### config.mk
export PLATFORM = sky130hd
export DESIGN_NAME = instr_fetch_unit
export DESIGN_NICKNAME = d
export VERILOG_FILES = /design/src/rtl/instr_fetch_unit_pkg.sv /design/src/rtl/instr_fetch_unit_pc_reg.sv /design/src/rtl/instr_fetch_unit.sv
export SDC_FILE = /design/constraint.sdc
export NUM_CORES = 1
export LEC_CHECK = 0
export BUFFER_PORTS_ARGS = -buffer_cell sky130_fd_sc_hd__clkbuf_2
export CAP_MARGIN = 5
export CORE_MARGIN = 4
export CORE_UTILIZATION = 23
export DETAILED_ROUTE_END_ITERATION = 7
export GPL_ROUTABILITY_DRIVEN = 0
export HOLD_SLACK_MARGIN = 0.03
export SYNTH_ARGS = -nofsm -noshare
export SYNTH_HDL_FRONTEND = slang
export SYNTH_SLANG_ARGS = --single-unit
### constraint.sdc
create_clock -name clk -period 1.9 [get_ports clk]
set_input_delay 0.38 -clock clk [delete_from_list [all_inputs] [get_ports clk]]
set_output_delay 0.38 -clock clk [all_outputs]
set_load 0.02 [all_outputs]
### src/rtl/instr_fetch_unit_pkg.sv
// Shared IF-stage definitions: reset PC, bubble encoding, ROM geometry and the IF/ID record.
// Optional range checking in the fetch unit is enabled by defining IFU_RANGE_CHECK_EN.
package instr_fetch_unit_pkg;

  localparam logic [31:0] RESET_PC = 32'h0000_0000;
  localparam int          ROM_AW   = 6;
  localparam logic [31:0] BUBBLE   = 32'h0000_0000;

  typedef struct packed {
    logic        valid;
    logic [31:0] pc;
    logic [31:0] instr;
    logic        fault;
  } if_id_t;

  typedef enum logic {
    ST_RESET,
    ST_RUN
  } ifu_state_t;

  // Per-cycle behaviour while running: redirect beats stall beats fetch.
  typedef enum logic [1:0] {
    OP_FETCH,
    OP_HOLD,
    OP_FLUSH
  } ifu_op_t;

  function automatic logic [31:0] align_word(input logic [31:0] a);
    return a & 32'hFFFF_FFFC;
  endfunction

endpackage

### src/rtl/instr_fetch_unit_pc_reg.sv
// Program counter with next-PC selection: reset, redirect target, hold on stall, else +4.
module instr_fetch_unit_pc_reg
  import instr_fetch_unit_pkg::*;
(
  input  logic        clk,
  input  logic        rst_n,
  input  logic        redirect,
  input  logic        stall,
  input  logic [31:0] target,
  output logic [31:0] pc
);

  logic [31:0] pc_next;

  always_comb begin
    pc_next = pc + 32'd4;
    if (redirect) begin
      pc_next = align_word(target);
    end else if (stall) begin
      pc_next = pc;
    end
  end

  always_ff @(posedge clk) begin
    if (!rst_n) begin
      pc <= RESET_PC;
    end else begin
      pc <= pc_next;
    end
  end

endmodule

### src/rtl/instr_fetch_unit.sv
// Instruction-fetch stage: drives the combinational ROM and fills the IF/ID register.
// Define IFU_RANGE_CHECK_EN to flag out-of-window fetches and misaligned redirects.
module instr_fetch_unit
  import instr_fetch_unit_pkg::*;
(
  input  logic              clk,
  input  logic              rst_n,
  output logic [ROM_AW-1:0] rom_addr,
  input  logic [31:0]       rom_data,
  input  logic              stall,
  input  logic              redirect_valid,
  input  logic [31:0]       redirect_pc,
  output logic [31:0]       pc,
  output logic              if_id_valid,
  output logic [31:0]       if_id_pc,
  output logic [31:0]       if_id_instr,
  output logic              fetch_fault,
  output logic [31:0]       fetch_count
);

  // Handshake: none. rom_data must be valid in the same cycle rom_addr is driven;
  // stall and redirect_valid are level inputs sampled at each rising edge.

  ifu_state_t state, state_next;
  ifu_op_t    op;
  if_id_t     if_id;
  logic       out_of_window;
  logic       misaligned;

  instr_fetch_unit_pc_reg u_pc_reg (
    .clk      (clk),
    .rst_n    (rst_n),
    .redirect (redirect_valid),
    .stall    (stall),
    .target   (redirect_pc),
    .pc       (pc)
  );

  assign rom_addr = pc[ROM_AW+1:2];

`ifdef IFU_RANGE_CHECK_EN
  assign out_of_window = |pc[31:ROM_AW+2];
  assign misaligned    = |redirect_pc[1:0];
`else
  assign out_of_window = 1'b0;
  assign misaligned    = 1'b0;
`endif

  always_ff @(posedge clk) begin
    if (!rst_n) begin
      state <= ST_RESET;
    end else begin
      state <= state_next;
    end
  end

  always_comb begin
    state_next = state;
    if (state == ST_RESET) begin
      state_next = ST_RUN;
    end
  end

  // The first edge out of reset already fetches, so both states share the same op select.
  always_comb begin
    op = OP_FETCH;
    if (redirect_valid) begin
      op = OP_FLUSH;
    end else if (stall) begin
      op = OP_HOLD;
    end
  end

  always_ff @(posedge clk) begin
    if (!rst_n) begin
      if_id       <= '{valid: 1'b0, pc: 32'h0, instr: BUBBLE, fault: 1'b0};
      fetch_count <= 32'h0;
    end else begin
      case (op)
        OP_FLUSH: if_id <= '{valid: 1'b0, pc: 32'h0, instr: BUBBLE, fault: misaligned};
        OP_FETCH: begin
          if_id       <= '{valid: 1'b1, pc: pc,
                           instr: (out_of_window ? BUBBLE : rom_data),
                           fault: out_of_window};
          fetch_count <= fetch_count + 32'd1;
        end
        default: ;
      endcase
    end
  end

  assign if_id_valid = if_id.valid;
  assign if_id_pc    = if_id.pc;
  assign if_id_instr = if_id.instr;
  assign fetch_fault = if_id.fault;

endmodule

==> flow_summary.yaml <==
run_status:
  status: "finished clean"
finish:
  mostFrequentLayoutCell: "clkbuf_2"
  drive_gt1_share_pct: 34.70
  multi_input_area_um2: 2816
  fillers: 2506
  final_cell_mix: "195 x clkbuf_2, 125 x dfxtp_1, 90 x nor2_1, 65 x mux2i_1, 39 x buf_4"
  area_growth_pct: 38.49
  stdcell_count: 1146
  regArea_um2: 2502
  nets: 884
  finish.utilization_pct: 32.64
  stdcell_area_um2: 7730
  diodes: 0
power:
  intPower_w: 0.005167
  p_sw_w: 0.001767
  sw_frac_of_total_pct: 25.48
  powerDensity_nw_per_um2: 897.0
  combinationalPowerShare_pct: 9.8
  power_frac_seq_pct: 40.1
  ir_drop_mv: 0.4123
  p_clk_share_pct: 50.1
  power.leakage_nw: 3.451
placed_design:
  dpl-instance-area_um2: 7079
  io_buffers: 196
  dp_hpwl_um: 12640
  dp.cells: 1113
timing:
  fin_skew_ps: 11.42
  setup_viol: 0
  hold_violations: 0
  timing.final.crit_share_pct: 92.56
  period_needed_ps: 1759
  max_freq_mhz: 568.6
  slew_violations: 0
drt:
  first_pass_iters: 6
  vias_per_cell: 4.482
  wirelength_um: 17210
  wl_per_cell_um: 15.01
  drc_errors: 0
  vias: 5136
  ant_nets: 0
  drt_iter0_markers: 293
flow_run:
  drv_cap: 0
grt:
  grt_use_total_pct: 12.51
  grt_antenna_before_repair: 1
  grt-ovfl-total: 0
  grt_pass1_wl_um: 26640
  grt_max_degree: 41
  grt_pass1_vias: 4907
worst_setup_path:
  worstSetupPathType: "register to register"
  startpoint: "u_pc_reg.pc[10]$_SDFFE_PN0P_"
  crit-reg2reg-launch: "u_pc_reg.pc[10]$_SDFFE_PN0P_"
  end_kind: "register"
  crit_chain: "nand4_1, nor4_2, buf_12, a31oi_1, o311a_1"
  required_ps: 2200
  cp_num_buf_inv: 1
  cp-start-kind: "register"
  arrival_ps: 2060
  max_stage_delay_ps: 450
  path_delay_family: "simple AND/OR/NAND/NOR gates"
  cp_slowest_cell: "dfxtp_1"
  cp_max_fo: 13
clock_tree:
  cts-root-buf: "clkbuf_16"
  htree_levels: 4
  tritoncts: "done"
  postCtsHoldBufs: 0
  cts_made_buffers: 17
  clock_path_buffers: 2
  worstSkewPairLatency_ps: 410
  clock-sinks: 125
  path_clk_slew_ps: 60
synthesis:
  synth-compound-area-share_pct: 10.78
  synth_adder_area_share_pct: 0.4483
  syn_area_per_cell_um2: 9.241
  synth.cell_area_um2: 5582
  synthMuxAreaShare_pct: 11.66
  synth_edf_count: 0
  yosys.area_share.simple_pct: 22.84
  yosys_warnings: 0
  yosys_register_bits: 125
  async_flop_share_pct: 0
  seq_area_frac_synth_pct: 44.83
  yosys.cell_types.count: 55
  syn_inst: 604
  synth-main-ff-cell: "dfxtp_1"
  synth_xor_area_share_pct: 3.923
  synth_top_family_by_area: "simple AND/OR/NAND/NOR gates"
min_path:
  hold_path_class: "input pin to register"
  hp-start: "rom_data[26]"
floorplan:
  dieArea_um2: 26820
  die_w_um: 163.8
  num_io_pins: 204
  initial_core_util_pct: 23.57
  rows: 56
  die_h_um: 163.8
  coreArea_um2: 23680
per-stage QoR:
| stage | power, W | worst slack [ps] | TNS (ps) | hold slack, ps |
|---|---|---|---|---|
| 6_report | 0.006934 | 141.4 | 0 | 201.1 |
| 5_1_grt | 0.007212 | -18.87 | -36.31 | 188.8 |
| 4_1_cts | 0.007061 | 51.90 | 0 | 168.7 |
| 3_5_place_dp | 0.003525 | -12.39 | -20.53 | 435.7 |
| 3_3_place_gp | 0.003519 | -17.28 | -17.28 | 434.1 |
| 2_1_floorplan | 0.003243 | 36.04 | 0 | 522.2 |
sequential cells by signal, summed over array words and instances (netlist names):
| name | cells |
|---|---|
| u_pc_reg.pc | 30 |
| fetch_count | 32 |
| if_id_instr | 32 |
| if_id_pc | 30 |
| if_id_valid | 1 |
worst paths after layout:
path / to / slack (ps) / cells past startpoint
hold reg to reg: if_id_valid$_SDFFE_PN0P_ / 440 / 2
hold / removal: if_id_instr[26]$_SDFFE_PN0P_ / 200 / 3
setup reg to reg: u_pc_reg.pc[20]$_SDFFE_PN0P_ / 140 / 5
setup / recovery: u_pc_reg.pc[20]$_SDFFE_PN0P_ / 140 / 5
layout make-up:
| class | instances | area share, % |
|---|---|---|
| Clock buffer | 20 | 6.038 |
| Multi-Input combinational cell | 422 | 36.44 |
| Clock inverter | 12 | 2.056 |
| Timing Repair Buffer | 238 | 17.45 |
| Tap cell | 319 | 5.163 |
| Inverter | 10 | 0.4856 |
| Sequential cell | 125 | 32.37 |
cell usage after synthesis, drive strengths merged (2+ instances only):
master,count,area share [%]
a211o,2,0.31
a211oi,3,0.40
a21oi,31,2.8
a311oi,4,0.63
a31oi,7,0.78
and2,5,0.58
and2b,2,0.27
and3,11,1.3
and3b,2,0.31
and4,12,1.9
buf,30,3.4
clkbuf,21,1.4
dfxtp,125,45
ha,2,0.45
inv,9,0.61
mux2i,65,12
nand2,18,1.4
nand2b,3,0.34
nand3,20,1.8
nand4,25,3.3
nand4b,3,0.47
nor2,90,6.1
nor2b,4,0.45
nor3,3,0.27
nor3b,2,0.47
nor4,2,0.45
o2111a,2,0.40
o21ai,24,2.2
o31ai,17,2.3
or3,7,0.78
or4,17,2.3
xnor2,5,0.78
xor2,20,3.1
timing repair:
item / 4_1_cts / 5_1_grt
buffers inserted: 0 / 1
setup endpoints to repair: 0 / 12
gates resized for setup: 0 / 5
cells by family (layout without fill, tap and decap cells):
group,after synthesis,count (layout)
other,1,5
adder cells (fa/ha/maj),2,2
buffers and inverters,61,280
XOR/XNOR,25,25
flip-flops,125,125
AO/OA/AOI/OAI,96,96
multiplexers,65,65
AND/OR/NAND/NOR,229,229
power groups by stage:
stage               registers [W]  clock network [W]  logic (W)
finish                    0.00278            0.00347   0.000679
global route              0.00280            0.00367   0.000744
CTS                       0.00278            0.00359   0.000687
detailed placement        0.00284                  0   0.000684
global placement          0.00284                  0   0.000681
floorplan                 0.00293                  0   0.000309
tightest hold or removal path, cell delays in order:
cell	delay, ps
clkbuf_2	80
mux2i_1	50
nor2_1	70
metal layers:
metal  GRT usage [%]  wire length, um
met5               0               13
met1           15.24             7469
met2           21.01             8458
met3           4.266             1119
met4           3.584              144
(Power assumes the default switching activity.)
